## config.mk

```make
export PLATFORM = sky130hd
export DESIGN_NAME = key_verifier_flat
export DESIGN_NICKNAME = d
export VERILOG_FILES = /design/src/rtl/key_pkg.sv /design/src/rtl/key_verifier_if.sv /design/src/rtl/key_byte_max.sv /design/src/rtl/key_verifier.sv /design/src/flat_wrapper.sv
export SDC_FILE = /design/constraint.sdc
export NUM_CORES = 1
export LEC_CHECK = 0
export BUFFER_PORTS_ARGS = -buffer_cell sky130_fd_sc_hd__buf_2
export CAP_MARGIN = 20
export CORE_MARGIN = 1
export CORE_UTILIZATION = 55
export CTS_CLUSTER_DIAMETER = 120
export CTS_CLUSTER_SIZE = 24
export DETAILED_ROUTE_END_ITERATION = 6
export PLACE_DENSITY = 0.82
export SYNTH_ARGS = -nofsm -noshare
export SYNTH_HDL_FRONTEND = slang
export SYNTH_SLANG_ARGS = --single-unit
```

## constraint.sdc

```tcl
create_clock -name clk -period 2.3 [get_ports clk]
set_clock_uncertainty 0.15 [all_clocks]
set_input_delay 0 -clock clk [delete_from_list [all_inputs] [get_ports clk]]
set_output_delay 0 -clock clk [all_outputs]
set_load 0.01 [all_outputs]
```

## src/rtl/key_pkg.sv

```systemverilog
//==============================================================================
// Module      : key_pkg
// Description : Shared widths, FSM state type and key byte-select helper.
// Revision    : 1.0 - initial release
//==============================================================================
`default_nettype none

package key_pkg;

  localparam int KEY_BYTES = 8;
  localparam int BYTE_W    = 8;
  localparam int KEY_W     = KEY_BYTES * BYTE_W;

  typedef enum logic [1:0] {
    IDLE   = 2'd0,
    RECV   = 2'd1,
    RESULT = 2'd2,
    LOCK   = 2'd3
  } state_t;

  // Keys are declared [0:KEY_W-1]; byte i occupies bits [8i:8i+7], bit 8i is its MSB.
  function automatic logic [BYTE_W-1:0] key_byte(input logic [0:KEY_W-1] key,
                                                 input int unsigned      idx);
    return key[BYTE_W*idx +: BYTE_W];
  endfunction

endpackage

`default_nettype wire

```

## src/rtl/key_verifier_if.sv

```systemverilog
//==============================================================================
// Module      : key_verifier_if
// Description : Key inputs, candidate byte stream and status outputs of key_verifier.
// Revision    : 1.0 - initial release
//==============================================================================
`default_nettype none

interface key_verifier_if #(
  parameter int NUM_BYTES = 8,
  parameter int MAX_FAILS = 3
);

  localparam int c_FC_W = $clog2(MAX_FAILS + 1);

  logic [0:8*NUM_BYTES-1] master_key;
  logic [0:8*NUM_BYTES-1] baby_key;
  logic                   start;
  logic                   abort;
  logic                   in_valid;
  logic [7:0]             in_byte;
  logic                   in_ready;
  logic                   busy;
  logic                   done;
  logic                   match;
  logic                   locked;
  logic [c_FC_W-1:0]      fail_count;

  modport master (
    output master_key, baby_key, start, abort, in_valid, in_byte,
    input  in_ready, busy, done, match, locked, fail_count
  );

  modport slave (
    input  master_key, baby_key, start, abort, in_valid, in_byte,
    output in_ready, busy, done, match, locked, fail_count
  );

endinterface

`default_nettype wire

```

## src/rtl/key_byte_max.sv

```systemverilog
//==============================================================================
// Module      : key_byte_max
// Description : Combinational unsigned maximum of two bytes.
// Revision    : 1.0 - initial release
//==============================================================================
`default_nettype none

module key_byte_max
  import key_pkg::*;
(
  input  logic [BYTE_W-1:0] i_a,
  input  logic [BYTE_W-1:0] i_b,
  output logic [BYTE_W-1:0] o_max
);

  assign o_max = (i_a > i_b) ? i_a : i_b;

endmodule

`default_nettype wire

```

## src/rtl/key_verifier.sv

```systemverilog
//==============================================================================
// Module      : key_verifier
// Description : Byte-serial check of a candidate key against max(master, baby),
//               with consecutive-failure counting and timed lockout.
// Revision    : 1.0 - initial release
//==============================================================================
`default_nettype none

module key_verifier
  import key_pkg::*;
#(
  parameter int NUM_BYTES      = 8,
  parameter int MAX_FAILS      = 3,
  parameter int LOCKOUT_CYCLES = 1024
) (
  input  logic           clk,
  input  logic           rst_n,
  key_verifier_if.slave  bus
);

  localparam int c_IDX_W  = (NUM_BYTES > 1) ? $clog2(NUM_BYTES) : 1;
  localparam int c_FC_W   = $clog2(MAX_FAILS + 1);
  localparam int c_LOCK_W = (LOCKOUT_CYCLES > 1) ? $clog2(LOCKOUT_CYCLES) : 1;

  localparam logic [c_IDX_W-1:0]  c_IDX_LAST  = c_IDX_W'(NUM_BYTES - 1);
  localparam logic [c_FC_W-1:0]   c_FC_MAX    = c_FC_W'(MAX_FAILS);
  localparam logic [c_LOCK_W-1:0] c_LOCK_INIT = c_LOCK_W'(LOCKOUT_CYCLES - 1);

  state_t              r_state;
  state_t              w_next;
  logic [BYTE_W-1:0]   w_combined [NUM_BYTES];
  logic [BYTE_W-1:0]   r_expected [NUM_BYTES];
  logic [c_IDX_W-1:0]  r_idx;
  logic                r_mismatch;
  logic                r_match;
  logic [c_FC_W-1:0]   r_fail_count;
  logic [c_FC_W-1:0]   w_fail_inc;
  logic [c_LOCK_W-1:0] r_lock_cnt;
  logic                w_hs;
  logic                w_byte_diff;
  logic                w_last;

  for (genvar gi = 0; gi < NUM_BYTES; gi++) begin : g_byte_max
    key_byte_max u_byte_max (
      .i_a   (bus.master_key[BYTE_W*gi +: BYTE_W]),
      .i_b   (bus.baby_key[BYTE_W*gi +: BYTE_W]),
      .o_max (w_combined[gi])
    );
  end

  assign w_hs        = (r_state == RECV) && bus.in_valid;
  assign w_byte_diff = (bus.in_byte != r_expected[r_idx]);
  assign w_last      = (r_idx == c_IDX_LAST);
  assign w_fail_inc  = (r_fail_count == c_FC_MAX) ? r_fail_count
                                                  : r_fail_count + c_FC_W'(1);

  always_ff @(posedge clk or negedge rst_n) begin
    if (!rst_n) begin
      r_state <= IDLE;
    end else begin
      r_state <= w_next;
    end
  end

  always_comb begin
    w_next = r_state;
    case (r_state)
      IDLE: begin
        if (bus.start) w_next = RECV;
      end
      RECV: begin
        // abort wins over a handshake arriving in the same cycle
        if (bus.abort)          w_next = IDLE;
        else if (w_hs && w_last) w_next = RESULT;
      end
      RESULT: begin
        if (r_mismatch && (w_fail_inc == c_FC_MAX)) w_next = LOCK;
        else                                        w_next = IDLE;
      end
      LOCK: begin
        if (r_lock_cnt == '0) w_next = IDLE;
      end
      default: w_next = IDLE;
    endcase
  end

  always_comb begin
    bus.in_ready = 1'b0;
    bus.busy     = 1'b0;
    bus.done     = 1'b0;
    bus.locked   = 1'b0;
    case (r_state)
      RECV: begin
        bus.in_ready = 1'b1;
        bus.busy     = 1'b1;
      end
      RESULT: begin
        bus.busy = 1'b1;
        bus.done = 1'b1;
      end
      LOCK: begin
        bus.busy   = 1'b1;
        bus.locked = 1'b1;
      end
      default: ;
    endcase
  end

  always_ff @(posedge clk or negedge rst_n) begin
    if (!rst_n) begin
      r_idx        <= '0;
      r_mismatch   <= 1'b0;
      r_match      <= 1'b0;
      r_fail_count <= '0;
      r_lock_cnt   <= '0;
      for (int i = 0; i < NUM_BYTES; i++) r_expected[i] <= '0;
    end else begin
      case (r_state)
        IDLE: begin
          if (bus.start) begin
            for (int i = 0; i < NUM_BYTES; i++) r_expected[i] <= w_combined[i];
            r_idx      <= '0;
            r_mismatch <= 1'b0;
            r_match    <= 1'b0;
          end
        end
        RECV: begin
          if (bus.abort) begin
            r_idx <= '0;
          end else if (w_hs) begin
            r_mismatch <= r_mismatch | w_byte_diff;
            r_idx      <= w_last ? '0 : r_idx + c_IDX_W'(1);
            // match is registered here so it is already valid in the done cycle
            if (w_last) r_match <= ~(r_mismatch | w_byte_diff);
          end
        end
        RESULT: begin
          r_fail_count <= r_mismatch ? w_fail_inc : '0;
          r_lock_cnt   <= c_LOCK_INIT;
        end
        LOCK: begin
          if (r_lock_cnt == '0) r_fail_count <= '0;
          else                  r_lock_cnt   <= r_lock_cnt - c_LOCK_W'(1);
        end
        default: ;
      endcase
    end
  end

  assign bus.match      = r_match;
  assign bus.fail_count = r_fail_count;

endmodule

`default_nettype wire

```

## src/flat_wrapper.sv

```systemverilog
// flat-port wrapper written by rule: the top's interface ports become plain ports
module key_verifier_flat import key_pkg::*;
#(
  parameter int NUM_BYTES      = 8,
  parameter int MAX_FAILS      = 3,
  parameter int LOCKOUT_CYCLES = 1024
)
  (clk, rst_n, bus_master_key, bus_baby_key, bus_start, bus_abort, bus_in_valid, bus_in_byte, bus_in_ready, bus_busy, bus_done, bus_match, bus_locked, bus_fail_count);
  key_verifier_if #(.NUM_BYTES(NUM_BYTES), .MAX_FAILS(MAX_FAILS)) bus_i ();
  input  logic clk;
  input  logic rst_n;
  input wire logic [$bits(bus_i.master_key)-1:0] bus_master_key;
  input wire logic [$bits(bus_i.baby_key)-1:0] bus_baby_key;
  input wire logic [$bits(bus_i.start)-1:0] bus_start;
  input wire logic [$bits(bus_i.abort)-1:0] bus_abort;
  input wire logic [$bits(bus_i.in_valid)-1:0] bus_in_valid;
  input wire logic [$bits(bus_i.in_byte)-1:0] bus_in_byte;
  output wire logic [$bits(bus_i.in_ready)-1:0] bus_in_ready;
  output wire logic [$bits(bus_i.busy)-1:0] bus_busy;
  output wire logic [$bits(bus_i.done)-1:0] bus_done;
  output wire logic [$bits(bus_i.match)-1:0] bus_match;
  output wire logic [$bits(bus_i.locked)-1:0] bus_locked;
  output wire logic [$bits(bus_i.fail_count)-1:0] bus_fail_count;
  assign bus_i.master_key = bus_master_key;
  assign bus_i.baby_key = bus_baby_key;
  assign bus_i.start = bus_start;
  assign bus_i.abort = bus_abort;
  assign bus_i.in_valid = bus_in_valid;
  assign bus_i.in_byte = bus_in_byte;
  assign bus_in_ready = bus_i.in_ready;
  assign bus_busy = bus_i.busy;
  assign bus_done = bus_i.done;
  assign bus_match = bus_i.match;
  assign bus_locked = bus_i.locked;
  assign bus_fail_count = bus_i.fail_count;
  key_verifier #(.NUM_BYTES(NUM_BYTES), .MAX_FAILS(MAX_FAILS), .LOCKOUT_CYCLES(LOCKOUT_CYCLES)) u_core (.clk(clk), .rst_n(rst_n), .bus(bus_i));
endmodule
```

==> results of run 1 <==
[per-stage QoR]
stage	setup TNS [ns]	instances	setup WS (ns)	instance area, µm²
floorplan	0	686	0.190	6140
CTS	0	1114	0.000875	8700
detailed placement	-0.0590	958	-0.0480	7080
global route	-0.509	1123	-0.178	8890
global placement	0	958	0.0847	7080
finish	-0.113	1124	-0.0618	8900
[power breakdown]
| part | total, µW | switching (µW) | internal [µW] |
|---|---|---|---|
| Sequential | 2120 | 337 | 1780 |
| Clock | 1060 | 612 | 445 |
| Combinational | 1820 | 931 | 891 |
| Total | 5000 | 1880 | 3110 |
[path summary, 6_finish.rpt]
| path | to | slack (ns) | cells after the start |
|---|---|---|---|
| min in group asynchronous | u_core.r_state[1] | 0.40 | 3 |
| max in group asynchronous | u_core.r_idx[1] | 1.09 | 4 |
| hold / removal | u_core.r_mismatch | 0.09 | 5 |
| setup / recovery | u_core.r_mismatch | -0.06 | 6 |
| hold reg to reg | u_core.r_lock_cnt[6] | 0.39 | 2 |
| setup reg to reg | u_core.r_mismatch | -0.06 | 6 |
[placed cells by master, fill, tap and decap left out, types with 2 or more instances in the layout]
| cell | synthesis | routed |
|---|---|---|
| nand2_1 | 17 | 16 |
| mux4_1 | 8 | 7 |
| buf_12 | 0 | 5 |
| o22ai_1 | 6 | 3 |
| inv_1 | 80 | 80 |
| o22a_2 | 0 | 5 |
| a21oi_1 | 103 | 103 |
| mux2_1 | 3 | 2 |
| and4_1 | 2 | 2 |
| mux2_4 | 0 | 2 |
| nor2b_1 | 13 | 13 |
| clkbuf_8 | 0 | 10 |
| and3_1 | 4 | 4 |
| xor2_1 | 6 | 6 |
| ha_1 | 67 | 67 |
| a221oi_2 | 0 | 4 |
| o21ai_0 | 23 | 23 |
| buf_2 | 4 | 146 |
| mux2i_1 | 66 | 65 |
| dlygate4sd3_1 | 0 | 138 |
| mux2_2 | 5 | 4 |
| diode_2 | 0 | 2 |
| inv_6 | 0 | 4 |
| o21a_1 | 7 | 7 |
| nor2_2 | 0 | 2 |
| nor3_1 | 4 | 4 |
| nand2b_1 | 5 | 5 |
| nand4_1 | 12 | 12 |
| nor4_2 | 1 | 2 |
| a21o_1 | 7 | 7 |
| nand3_1 | 8 | 8 |
| o22ai_2 | 0 | 3 |
| nor2_1 | 93 | 90 |
| dfrtp_1 | 83 | 82 |
| xnor2_1 | 4 | 4 |
| buf_4 | 0 | 17 |
[per-layer routing]
metal  vias up  GRT usage  routed length, µm
li1       3003          -                  -
met1      3138      0.380               7590
met2       453      0.644              11100
met3       165     0.0811               1670
met4         0      0.232               1660
met5         -          0                  0
[worst max-delay path: cells and delay by family, from the launching register on]
| family | cells | cell delay, ns |
|---|---|---|
| muxes | 2 | 0.84 |
| DFF | 1 | 0.47 |
| AOI/OAI and AO/OA | 1 | 0.28 |
| xor gates and xnor gates | 1 | 0.19 |
| buffers and inverters | 1 | 0.18 |
| and+or+nand+nor | 1 | 0.14 |
[cell families after synthesis]
family,count (synthesis)
AOI/OAI and AO/OA,167
xor gates and xnor gates,10
adders and majority gates,67
buffers and inverters,108
DFF,83
muxes,82
and+or+nand+nor,169
[timing repair]
item | 4_1_cts | 5_1_grt
pin swaps | 0 | 13
setup buffers | 0 | 8
setup endpoints to repair | 1 | 49
hold buffers | 139 | 0
gates cloned | 1 | 0
resized for setup | 0 | 32
hold endpoints to repair | 152 | 0
[cell type report]
type | count | area (µm²) | area share
Multi-Input combinational cell | 495 | 3760 | 0.423
Timing Repair Buffer | 308 | 2390 | 0.268
Sequential cell | 83 | 2080 | 0.234
Inverter | 80 | 300 | 0.0338
Tap cell | 140 | 175 | 0.0197
Clock buffer | 10 | 138 | 0.0155
Clock inverter | 6 | 53.8 | 0.00605
Antenna cell | 2 | 5.00 | 0.000563
[registers in the layout, summed over array words and instances, names as in the netlist]
register	flops
u_core.bus.fail_count	2
u_core.bus.match	1
u_core.r_expected	64
u_core.r_idx	3
u_core.r_lock_cnt	10
u_core.r_mismatch	1
u_core.r_state	2
==> flow_metrics.env, run 1 <==
export IMPL_outcome="complete, but fails checks"
export IMPL_violations="negative setup slack"
export IMPL_grt_pass1_vias=6838
export IMPL_start_util=0.567
export IMPL_rows=38
export IMPL_cts_buffers=9
export IMPL_synth_seq_cells=83
export IMPL_worst_pin_slew_ns=0.710
export IMPL_wl_per_cell_um=19.6
export IMPL_wirelength_um=22000
export IMPL_power_leakage_uw=0.00439
export IMPL_finalSetupViolations=3
export IMPL_worst_slack_ns=-0.0618
export IMPL_yosysSeqAreaShare=0.338
export IMPL_drt_initial_drc_count=671
export IMPL_path_clk_slew_ns=0.09
export IMPL_synthAdderAreaFrac=0.136
export IMPL_h_tree_depth=3
export IMPL_critPathSlowestCell="mux4_1"
export IMPL_max_freq_mhz=423
export IMPL_criticalPathCategory="reg -> reg"
export IMPL_synthMuxAreaShare=0.156
export IMPL_hold_class="in -> reg"
export IMPL_fin_nets=1185
export IMPL_yosysTopAreaCell="dfrtp_1"
export IMPL_nFillCells=588
export IMPL_core_area_um2=10800
export IMPL_path_cells="buf_4, mux4_1, mux2i_2, xor2_1, nand4_1, a32o_1"
export IMPL_synth_area_leaders="dfrtp_1 34%, ha_1 14%, mux2i_1 11%, a21oi_1 8.4%, nor2_1 5.7%"
export IMPL_syn_area_per_cell_um2=8.96
export IMPL_async_flop_share=1.00
export IMPL_fin_crit_ns=2.36
export IMPL_synth_xor_area_share=0.0143
export IMPL_port_buffers=147
export IMPL_rsz0062_at_grt="true"
export IMPL_grt_pass1_wl_um=31900
export IMPL_ant_nets=0
export IMPL_cp_end_kind="flop"
export IMPL_synth_top_cell_area_share=0.338
export IMPL_drv_slew=0
export IMPL_whs_ns=0.0916
export IMPL_root_buffer="clkbuf_8"
export IMPL_gp_congestion=0.868
export IMPL_finalPower_uw=5000
export IMPL_fin_util=0.821
export IMPL_cts_tree="yes"
export IMPL_startpoint_type="flop"
export IMPL_cts_path_max_buffers=2
export IMPL_hold_viol=0
export IMPL_slowest_delay_ns=0.59
export IMPL_drt_pass1_iterations=6
export IMPL_startpoint="u_core.r_idx[1]"
export IMPL_reg2reg_from="u_core.r_idx[1]"
export IMPL_antenna_found_initial=1
export IMPL_arrival_ns=2.48
export IMPL_synth_nets=894
export IMPL_grt_ovfl_total=0
export IMPL_die_h_um=108
export IMPL_remaining_drc_errors=0
export IMPL_dr_total_vias=6759
export IMPL_crit_fanout=6
export IMPL_ys_warn_count=0
export IMPL_synth_cells=686
export IMPL_synth_compound_area_share=0.155
export IMPL_drv_cap=0
export IMPL_io_pins=148
export IMPL_die_w_um=108
export IMPL_die_area_um2=11600
export IMPL_required_ns=2.42
export IMPL_relSlewSlack=0.526
export IMPL_grt_usage=0.361
export IMPL_fin_crit_sh=1.03
export IMPL_dpl_hpwl_um=12600
export IMPL_yosysMostFrequentCell="a21oi_1"
export IMPL_layout_drive_gt1_share=0.227
export IMPL_cts_sinks=83
export IMPL_synth_main_ff_cell="dfrtp_1"
export IMPL_synth_top_family_by_area="multiplexers"
export IMPL_min_from="bus_in_byte[7]"
export IMPL_syn_cell_area_um2=6140
export IMPL_synth_cell_types=49
export IMPL_synth_edf_count=0
export IMPL_netlist_top_cells_count="103 x a21oi_1, 93 x nor2_1, 83 x dfrtp_1"
export IMPL_vias_per_cell=6.01
export IMPL_yosys_area_share_simple=0.129
export IMPL_p_per_area_nw_per_um2=561
export IMPL_clk_latency_ns=0.38
export IMPL_grt_max_degree=69
export IMPL_ir_drop_mv=0.445
export IMPL_area_growth_pct=44.8
(Power assumes the default switching activity.)
==> run 2: changes to the inputs <==
--- a/config.mk
+++ b/config.mk
@@ -5,6 +5,7 @@
 export SDC_FILE = /design/constraint.sdc
 export NUM_CORES = 1
 export LEC_CHECK = 0
+export ABC_AREA = 1
 export BUFFER_PORTS_ARGS = -buffer_cell sky130_fd_sc_hd__buf_2
 export CAP_MARGIN = 20
 export CORE_MARGIN = 1
@@ -12,7 +13,7 @@
 export CTS_CLUSTER_DIAMETER = 120
 export CTS_CLUSTER_SIZE = 24
 export DETAILED_ROUTE_END_ITERATION = 6
-export PLACE_DENSITY = 0.82
+export PLACE_DENSITY = 0.81
 export SYNTH_ARGS = -nofsm -noshare
 export SYNTH_HDL_FRONTEND = slang
 export SYNTH_SLANG_ARGS = --single-unit
==> run 2 against run 1 <==
Utilization shrank 4.1 points. Non-clock buffer count decreased by 20. Critical path depth grew 5. Register-to-register slack gained 0.37 ns. Clock power up 45%. Fmax up 12%. Flip-flop and latch count unchanged. Sequential share of layout area down 0.23 points. The flow finishes with violations (design-rule violations). Die area increased by 6.5%. First-iteration DRC count fell by 32%.
==> flow_metrics.env, run 2 <==
export IMPL_outcome="complete, but fails checks"
export IMPL_violations="design-rule violations"
export IMPL_fin_crit_ns=2.12
export IMPL_root_buffer="clkbuf_16"
export IMPL_final_seq_area_um2=2080
export IMPL_ir_drop_mv=0.469
export IMPL_drt_initial_drc_count=459
export IMPL_placed_area_um2=7300
export IMPL_yosysTopAreaCell="dfrtp_1"
export IMPL_startpoint_type="input port"
export IMPL_grt_max_degree=92
export IMPL_ys_warn_count=0
export IMPL_wirelength_um=19800
export IMPL_drv_cap=0
export IMPL_setup_tns_ns=0
export IMPL_dpl_hpwl_um=12100
export IMPL_dr_max_layer_used="met4"
export IMPL_yosysMostFrequentCell="nand2_1"
export IMPL_hold_viol=0
export IMPL_vias_per_cell=5.25
export IMPL_ant_nets=0
export IMPL_synth_main_ff_cell="dfrtp_1"
export IMPL_relSlewSlack=0.544
export IMPL_synth_area_leaders="dfrtp_1 32%, nand2_1 13%, ha_1 13%, inv_1 9.2%, o21ai_0 5.7%"
export IMPL_die_h_um=111
export IMPL_fin_crit_sh=0.920
export IMPL_synth_cell_types=36
export IMPL_dr_wl_met2_um=10100
export IMPL_layout_drive_gt1_share=0.170
export IMPL_arrival_ns=2.17
export IMPL_die_w_um=111
export IMPL_max_freq_mhz=473
export IMPL_start_util=0.569
export IMPL_path_clk_slew_ns=0.06
export IMPL_synth_top_cell_area_share=0.317
export IMPL_grt_ovfl_total=0
export IMPL_cts_buffers=9
export IMPL_mostFrequentLayoutCell="nand2_1"
export IMPL_remaining_drc_errors=16
export IMPL_async_flop_share=1.00
export IMPL_finalSetupViolations=0
export IMPL_dr_total_vias=7038
export IMPL_drv_slew=0
export IMPL_antenna_found_initial=0
export IMPL_port_buffers=147
export IMPL_core_area_um2=11500
export IMPL_syn_cell_area_um2=6550
export IMPL_p_per_area_nw_per_um2=849
export IMPL_area_growth_pct=37.1
export IMPL_io_pins=148
export IMPL_worst_pin_slew_ns=0.683
export IMPL_yosysSeqAreaShare=0.317
export IMPL_synth_cells=929
export IMPL_cts_tree="yes"
export IMPL_final_cell_mix="224 x nand2_1, 160 x inv_1, 146 x buf_2, 135 x dlygate4sd3_1, 83 x dfrtp_1"
export IMPL_h_tree_depth=3
export IMPL_cts_setup_buffers=0
export IMPL_grt_pass1_vias=6990
export IMPL_synth_seq_cells=83
export IMPL_fin_area_um2=8980
export IMPL_crit_fanout=16
export IMPL_n_antenna_cell=0
export IMPL_top_register="u_core.r_expected"
export IMPL_fin_nets=1402
export IMPL_wirelength_met1_um=7830
export IMPL_required_ns=2.36
export IMPL_grt_pass1_wl_um=32300
export IMPL_synth_edf_count=0
export IMPL_grt_usage=0.328
export IMPL_drt_pass1_iterations=7
export IMPL_gp_congestion=0.873
export IMPL_clk_latency_ns=0.33
export IMPL_die_area_um2=12300
export IMPL_rows=39
export IMPL_criticalPathCategory="in -> reg"
export IMPL_rsz0062_at_grt="false"
export IMPL_wl_met3_um=1070
export IMPL_netlist_top_cells_count="225 x nand2_1, 160 x inv_1, 83 x dfrtp_1"
export IMPL_syn_area_per_cell_um2=7.05
export IMPL_largest_register_ffs=64
export IMPL_nFillCells=761
export IMPL_multi_input_area_um2=3590
export IMPL_synth_nets=1137
export IMPL_power_leakage_uw=0.00478
export IMPL_worst_slack_ns=0.184
export IMPL_reg_top3="u_core.r_expected x64, u_core.r_lock_cnt x10, u_core.r_idx x3"
export IMPL_cts_sinks=83
export IMPL_pre_cts_ws_ns=0.423
export IMPL_cts_path_max_buffers=2
export IMPL_hold_class="in -> async"
export IMPL_wl_per_cell_um=14.8
export IMPL_cp_end_kind="flop"
-- run 2: changes by cell type in the layout (fill, tap and decap cells not counted), sizes merged, moves of 33 or more --
cell,delta
nand2,+216
inv,+83
mux2i,-66
o21ai,+57
nand3,+55
a21oi,-33
-- run 2: critical path, stage by stage --
cell,delay (ns)
dlygate4sd3_1,0.56
buf_2,0.12
inv_1,0.04
ha_1,0.31
nand2_1,0.10
nor2_1,0.23
nand3_1,0.18
o2bb2ai_4,0.34
o21ai_0,0.15
nand2_1,0.07
o21ai_0,0.07
-- run 2: final timing paths --
path | start | to | slack (ns) | depth (start not counted)
setup / recovery | bus_baby_key[23] | u_core.r_expected[16] | 0.18 | 11
hold / removal | rst_n | u_core.r_lock_cnt[7] | 0.02 | 2
setup reg to reg | u_core.r_state[1] | u_core.r_expected[6] | 0.31 | 7
hold reg to reg | u_core.r_lock_cnt[9] | u_core.r_lock_cnt[9] | 0.35 | 2
max in group asynchronous | rst_n | u_core.r_idx[1] | 1.37 | 3
min in group clk | bus_in_byte[3] | u_core.bus.match | 0.03 | 8
-- run 2: logic make-up (layout without fill, tap and decap cells) --
| family | count (synthesis) | in the layout | share of synthesized area |
|---|---|---|---|
| fa+ha+maj | 67 | 67 | 0.128 |
| flops | 83 | 83 | 0.317 |
| simple gates | 378 | 378 | 0.248 |
| buf+inv | 203 | 472 | 0.137 |
| compound gates | 198 | 198 | 0.169 |
-- run 2: layout make-up --
cell class | instances | area share
clock inverter | 4 | 0.00836
timing repair buffer | 288 | 0.242
tap | 143 | 0.0199
clock buffer | 11 | 0.0270
inverter | 169 | 0.0715
multi-input combinational | 643 | 0.400
sequential | 83 | 0.231
-- run 2: per-layer routing --
metal | track usage | up-vias
li1 | - | 3539
met2 | 0.604 | 274
met1 | 0.372 | 3154
met3 | 0.0416 | 71
met4 | 0.162 | 0
met5 | 0 | -
-- run 2: timing repair --
item                       4_1_cts  5_1_grt
setup endpoints to repair        0       12
resized for setup                0        2
hold buffers                   135        0
hold endpoints to repair       153        0
-- run 2: per-stage QoR --
step           power, µW  hold WS [ns]  std cells  utilization
2_1_floorplan       5050        -0.446        929            -
3_3_place_gp        5710        -0.159       1191        0.634
3_5_place_dp        5800        -0.156       1191        0.634
4_1_cts             7550        0.0273       1341        0.778
5_1_grt             8220        0.0599       1341        0.780
6_report            7620        0.0156       1341        0.780
-- run 2: where the power goes --
part           switching [µW]  internal, µW  leakage, µW  total (µW)
Combinational            2250          1380      0.00364        3640
Sequential                332          2110     0.000990        2450
Clock                     567           975     0.000148        1540
Total                    3150          4470      0.00478        7620
